`src/rtl/sal_ref_ctrl.sv`:
```
// sal_ref_ctrl - DDR2 auto-refresh scheduler.
//
// Times the refresh interval (tREFI), accumulates owed refreshes up to
// MAX_POSTPONE (DDR2 postponement) and drives the refresh request/grant
// handshake towards the bank controller. An urgency flag tells the
// request scheduler to stop admitting traffic so the banks can close.
//
// Optional feature (macro SAL_REF_PULLIN_EN): refresh pull-in. While the
// request path is idle, refreshes may be issued early (up to MAX_POSTPONE);
// later interval ticks then retire those credits instead of adding debt.
//
// Parameters:
//   T_REFI_WIDTH   width of the tREFI reload value
//   MAX_POSTPONE   maximum owed refreshes (<= 15, fits ref_pending_o)
//   URGENT_THRESH  owed count at/above which ref_urgent_o asserts
//
// Ports:
//   clk            controller clock
//   rst_n          asynchronous active-low reset
//   ref_en_i       refresh timer enable (set after DRAM init)
//   t_refi_m1_i    tREFI in cycles minus 1, quasi-static
//   idle_i         request path idle (pull-in only; ignored otherwise)
//   ref_req_o      refresh request to the bank controller
//   ref_gnt_i      bank controller issued AUTO-REFRESH this cycle
//   ref_urgent_o   owed count >= URGENT_THRESH
//   ref_pending_o  current owed count
//   ref_ovf_o      sticky: a refresh was lost at saturation
module sal_ref_ctrl #(
  parameter int unsigned T_REFI_WIDTH  = 16,
  parameter int unsigned MAX_POSTPONE  = 8,
  parameter int unsigned URGENT_THRESH = 6
) (
  input  logic                    clk,
  input  logic                    rst_n,
  input  logic                    ref_en_i,
  input  logic [T_REFI_WIDTH-1:0] t_refi_m1_i,
  input  logic                    idle_i,
  output logic                    ref_req_o,
  input  logic                    ref_gnt_i,
  output logic                    ref_urgent_o,
  output logic [3:0]              ref_pending_o,
  output logic                    ref_ovf_o
);

  localparam logic [3:0] MAX_P = 4'(MAX_POSTPONE);
  localparam logic [3:0] URG_T = 4'(URGENT_THRESH);

  logic [T_REFI_WIDTH-1:0] cnt;
  logic                    tick;
  logic                    gnt_acc;
  logic [3:0]              pend, pend_nxt;
  logic                    ovf, ovf_nxt;

  // ---------------------------------------------------------------------
  // Interval counter. While disabled it tracks the reload value so the
  // first tick lands t_refi_m1+1 cycles into the enabled period.
  // ---------------------------------------------------------------------
  always_ff @(posedge clk or negedge rst_n) begin
    if (!rst_n) begin
      cnt <= '0;
    end else if (!ref_en_i || (cnt == '0)) begin
      cnt <= t_refi_m1_i;
    end else begin
      cnt <= cnt - 1'b1;
    end
  end

  assign tick    = ref_en_i && (cnt == '0);
  assign gnt_acc = ref_gnt_i && ref_req_o;

`ifdef SAL_REF_PULLIN_EN
  logic [3:0] pull, pull_nxt;
  logic       armed;

  // armed keeps the combinational pull-in term quiet while in reset.
  always_ff @(posedge clk or negedge rst_n) begin
    if (!rst_n) begin
      armed <= 1'b0;
    end else begin
      armed <= 1'b1;
    end
  end

  // A grant with nothing owed is an early refresh (credit in pull);
  // a tick first consumes a credit before adding debt. A tick and a grant
  // in the same cycle cancel, whichever counter the grant would touch.
  always_comb begin
    pend_nxt = pend;
    ovf_nxt  = ovf;
    pull_nxt = pull;
    if (tick && !gnt_acc) begin
      if (pull != '0) begin
        pull_nxt = pull - 1'b1;
      end else if (pend == MAX_P) begin
        ovf_nxt = 1'b1;
      end else begin
        pend_nxt = pend + 1'b1;
      end
    end else if (gnt_acc && !tick) begin
      if (pend == '0) begin
        pull_nxt = pull + 1'b1;
      end else begin
        pend_nxt = pend - 1'b1;
      end
    end
  end

  always_ff @(posedge clk or negedge rst_n) begin
    if (!rst_n) begin
      pull <= '0;
    end else begin
      pull <= pull_nxt;
    end
  end

  // idle_i enters combinationally so a pull-in request drops the same
  // cycle the request path becomes busy.
  assign ref_req_o = (pend != '0) ||
                     (armed && ref_en_i && idle_i && (pull < MAX_P));
`else
  logic unused_idle;
  assign unused_idle = idle_i;

  always_comb begin
    pend_nxt = pend;
    ovf_nxt  = ovf;
    if (tick && !gnt_acc) begin
      if (pend == MAX_P) begin
        ovf_nxt = 1'b1;
      end else begin
        pend_nxt = pend + 1'b1;
      end
    end else if (gnt_acc && !tick) begin
      pend_nxt = pend - 1'b1;
    end
  end

  assign ref_req_o = (pend != '0);
`endif

  // ---------------------------------------------------------------------
  // Owed-refresh counter and sticky overflow.
  // ---------------------------------------------------------------------
  always_ff @(posedge clk or negedge rst_n) begin
    if (!rst_n) begin
      pend <= '0;
      ovf  <= 1'b0;
    end else begin
      pend <= pend_nxt;
      ovf  <= ovf_nxt;
    end
  end

  assign ref_urgent_o  = (pend >= URG_T);
  assign ref_pending_o = pend;
  assign ref_ovf_o     = ovf;

endmodule

```
`config.mk`:
```
export PLATFORM = sky130hd
export DESIGN_NAME = sal_ref_ctrl
export DESIGN_NICKNAME = d
export VERILOG_FILES = /design/src/rtl/sal_ref_ctrl.sv
export SDC_FILE = /design/constraint.sdc
export NUM_CORES = 1
export LEC_CHECK = 0
export CAP_MARGIN = 20
export CELL_PAD_IN_SITES_DETAIL_PLACEMENT = 0
export CELL_PAD_IN_SITES_GLOBAL_PLACEMENT = 1
export CORE_ASPECT_RATIO = 0.6
export CORE_MARGIN = 2
export CORE_UTILIZATION = 37
export DETAILED_ROUTE_END_ITERATION = 7
export PLACE_DENSITY = 0.8
export SETUP_SLACK_MARGIN = 0.2
export SYNTH_ARGS = -nofsm -noshare
export SYNTH_HDL_FRONTEND = slang
export SYNTH_SLANG_ARGS = --single-unit
```
`constraint.sdc`:
```
create_clock -name clk -period 4.5 [get_ports clk]
set_clock_uncertainty 0.15 [all_clocks]
set_input_delay 0.675 -clock clk [delete_from_list [all_inputs] [get_ports clk]]
set_output_delay 0.675 -clock clk [all_outputs]
set_load 0.005 [all_outputs]
```
==> metrics.csv <==
stage;metric;value;unit
outcome;result of the run;complete, no violations;
placed_design;placer's final routability congestion estimate;0.855;
worst_hold_path;Hold/Removal Path Class;reg -> reg;
clock_tree;CTS hold repair buffers;0;
layout;n_diodes;0;
routing;total length of routed wires;2.96;mm
die;starting utilization of the core area;38.9;%
grt;global-route wire length before repair;4.84;mm
timing;total negative slack for setup checks;0;ns
die;Core Footprint;3280;µm²
grt;via count of the first global-routing pass;1054;
power;Pwr Density;400;nW/µm²
layout;most used cells in the layout excluding fill and tap cells;nand2_1, clkdlybuf4s50_1, dfrtp_1;
power;switching pwr;228;µW
layout;fraction of final layout cells with drive strength greater than 1;8.38;%
worst_setup_path;Worst setup SP type;input pin;
layout;storage element area;526;µm²
routing;Iter 0 DRT Violations;60;
placed_design;Port Buffers;26;
layout;number of nets in the finished design;194;
worst_hold_path;hold-critical path depth;1;
worst_setup_path;worst-path cell chain;clkdlybuf4s50_1, or4bb_2, nor4_1, buf_4, nand2_1, ha_1, a21o_1, a21oi_1, a21oi_1, a31oi_1, o221ai_1;
die;Die Outline Area;3950;µm²
clock_tree;cell at the root of the clock tree;clkbuf_8;
clock_tree;CTS Sinks;21;
timing;tightest slew margin relative to the limit;36.4;%
power;internal power of the cells;427;µW
worst_setup_path;highest fanout seen on the critical path;5;
yosys;Netlist cell types;32;
timing;Final Max Slew Viols;0;
clock_tree;number of clock buffers inserted by TritonCTS;3;
job;Max-cap violations;0;
routing;routed vias;1094;
power;largest vdd supply drop;0.135;mV
timing;Min Clock Period, post-route;3.40;ns
timing;actual transition at the worst max-transition pin;0.952;ns
placed_design;half-perimeter wire length after placement;2.23;mm
timing;Max Clock Freq;0.294;GHz
yosys;Yosys Warn Count;0;
die;die height;49.5;µm
worst_setup_path;classification of the worst setup path;in -> reg;
timing;Period Utilization, post-route;75.6;%
clock_tree;Skew-Pair Late Insertion Delay;0.26;ns
routing;# DRC;0;
worst_setup_path;Arr. time, crit path;3.38;ns
clock_tree;clock transition at the register clock pins on the worst setup and hold paths after CTS;0.08;ns
grt;number of antenna violations at the first check in global routing;0;
worst_setup_path;data required time at the worst endpoint;4.48;ns
power;total power;655;µW
yosys;proportion of synthesized chip area in sequential cells;41.2;%
worst_setup_path;Slowest-stage cell, CP;or4bb_2;
clock_tree;count of buffers added by post-CTS timing repair for setup;0;
yosys;ys flop type;dfrtp_1;
yosys;cells after synthesis;139;
yosys;number of flops mapped to enable cells by yosys;0;
clock_tree;Clock H-tree levels;1;
routing;first drt pass iteration count;4;
grt;GRT Total Usage;15.9;%
power;leakage power;0.661;nW
layout;fill cell instance count of the final layout;317;
power;combinational group share of total power;37.7;%
timing;RSZ-0062 raised after global routing;false;
worst_setup_path;Worst path most repeated cell;a21oi_1;
grt;pin count of the biggest net entering global routing;31;
clock_tree;CTS tree;yes;
clock_tree;Max clock buf depth;2;
die;I/O pins;28;
clock_tree;cells resized by post-CTS repair;0;
routing;post-DR vias/cell;5.16;
worst_setup_path;type of element capturing the critical path;register;
timing;final-report setup violation count;0;
die;die outline width;79.8;µm
worst_setup_path;R2R cell count;12;
timing;Hold Vio Cnt, Final;0;
power;switching power share of the total;34.8;%
routing;routed len/inst;14.0;µm
yosys;cell area after technology mapping;1280;µm²
yosys;syn_nets;165;
placed_design;worst slack after detailed placement;0.846;ns
layout;synthesis-to-finish area growth;28.3;%
yosys;share of async-settable or async-resettable flops after synthesis;100;%
yosys;number of flip-flops and latches in the synthesized netlist;21;
power;proportion of power drawn by flip-flops and latches;43.2;%
die;cell row count;16;
yosys;mean instance size in the synthesized netlist;9.18;µm²
worst_setup_path;delay of the slowest cell on the worst path;0.56;ns
grt;total congestion overflow;0;
power;share of power burned in the clock network;19.0;%
routing;number of antenna-violating nets in the routed design;0;
timing;minimum setup slack in the final design;1.10;ns
layout;area taken by multi-input logic gates;724;µm²
[final timing paths]
| check | startpoint | endpoint | slack, ns |
|---|---|---|---|
| worst min-delay path | ref_ovf_o | ref_ovf_o | 0.34 |
| min in group asynchronous | rst_n | cnt[8] | 0.79 |
| worst max-delay path | ref_en_i | ref_pending_o[3] | 1.10 |
| worst min register to register | ref_ovf_o | ref_ovf_o | 0.34 |
| max in group asynchronous | rst_n | cnt[14] | 2.83 |
| worst max register to register | cnt[0] | ref_pending_o[3] | 1.26 |
[logic make-up (layout without fill, tap and decap cells)]
| family | Yosys count | in the layout | synth area share [%] |
|---|---|---|---|
| muxes | 1 | 1 | 0.784 |
| buffers and inverters | 7 | 35 | 2.65 |
| DFF | 21 | 21 | 41.2 |
| adders and majority gates | 5 | 5 | 5.49 |
| and+or+nand+nor | 59 | 59 | 25.2 |
| AOI/OAI and AO/OA | 29 | 29 | 13.0 |
| xor gates and xnor gates | 17 | 17 | 11.7 |
[through the flow]
stage / cells / hold WS, ns / util (%) / cell area (µm²)
2_1_floorplan: 139 / 0.229 / - / 1280
3_3_place_gp: 208 / 0.310 / 48.5 / 1590
3_5_place_dp: 208 / 0.322 / 48.5 / 1590
4_1_cts: 212 / 0.344 / 49.9 / 1640
5_1_grt: 212 / 0.362 / 49.9 / 1640
6_report: 212 / 0.335 / 49.9 / 1640
[sequential cells by signal, summed over array words and instances (netlist names)]
name / cells
ref_pending_o: 4
ref_ovf_o: 1
cnt: 16
[routing by layer]
layer  GRT usage (%)  vias up  part of all wire (%)
li1                -      544                     -
met1            22.7      520                    50
met2            24.4       28                    45
met3            4.03        2                   5.2
met4            3.67        0                  0.24
met5               0        -                     0
[cell type report]
cell class / instances / area share [%]
timing repair buffer: 28 / 16.8
clock buffer: 4 / 2.75
tap: 45 / 3.44
multi-input combinational: 111 / 44.2
inverter: 3 / 0.688
sequential: 21 / 32.1
[critical path, delay by kind of cell]
kind                       cells  cell delay [ns]
adders and majority gates      1             0.30
and+or+nand+nor                3             0.85
AOI/OAI and AO/OA              5             0.87
buffers and inverters          2             0.70
[power by group through the flow]
stage	clock network (mW)	logic, mW	registers (mW)
after floorplan	0	0.142	0.272
after global placement	0	0.238	0.283
after detailed placement	0	0.251	0.285
after CTS	0.127	0.250	0.282
after global routing	0.134	0.277	0.292
final	0.125	0.247	0.283
[synthesized netlist by cell type, types with 2 or more instances]
| library cell | instances | area share, % |
|---|---|---|
| inv_1 | 3 | 0.88 |
| o21ai_0 | 18 | 7.1 |
| nand3b_1 | 2 | 1.2 |
| or3_1 | 2 | 0.98 |
| xnor2_1 | 8 | 5.5 |
| nor4_1 | 3 | 1.5 |
| a21oi_1 | 4 | 1.6 |
| dfrtp_1 | 21 | 41 |
| a21o_1 | 2 | 1.2 |
| nor2_1 | 5 | 1.5 |
| ha_1 | 4 | 3.9 |
| xor2_1 | 9 | 6.2 |
| nand2_1 | 26 | 7.6 |
| or4_4 | 4 | 3.5 |
| nor3_1 | 7 | 2.7 |
| nand3_1 | 2 | 0.78 |
| clkbuf_1 | 3 | 0.88 |
| or4_1 | 2 | 1.2 |
Power figures use the tool's default switching activity.
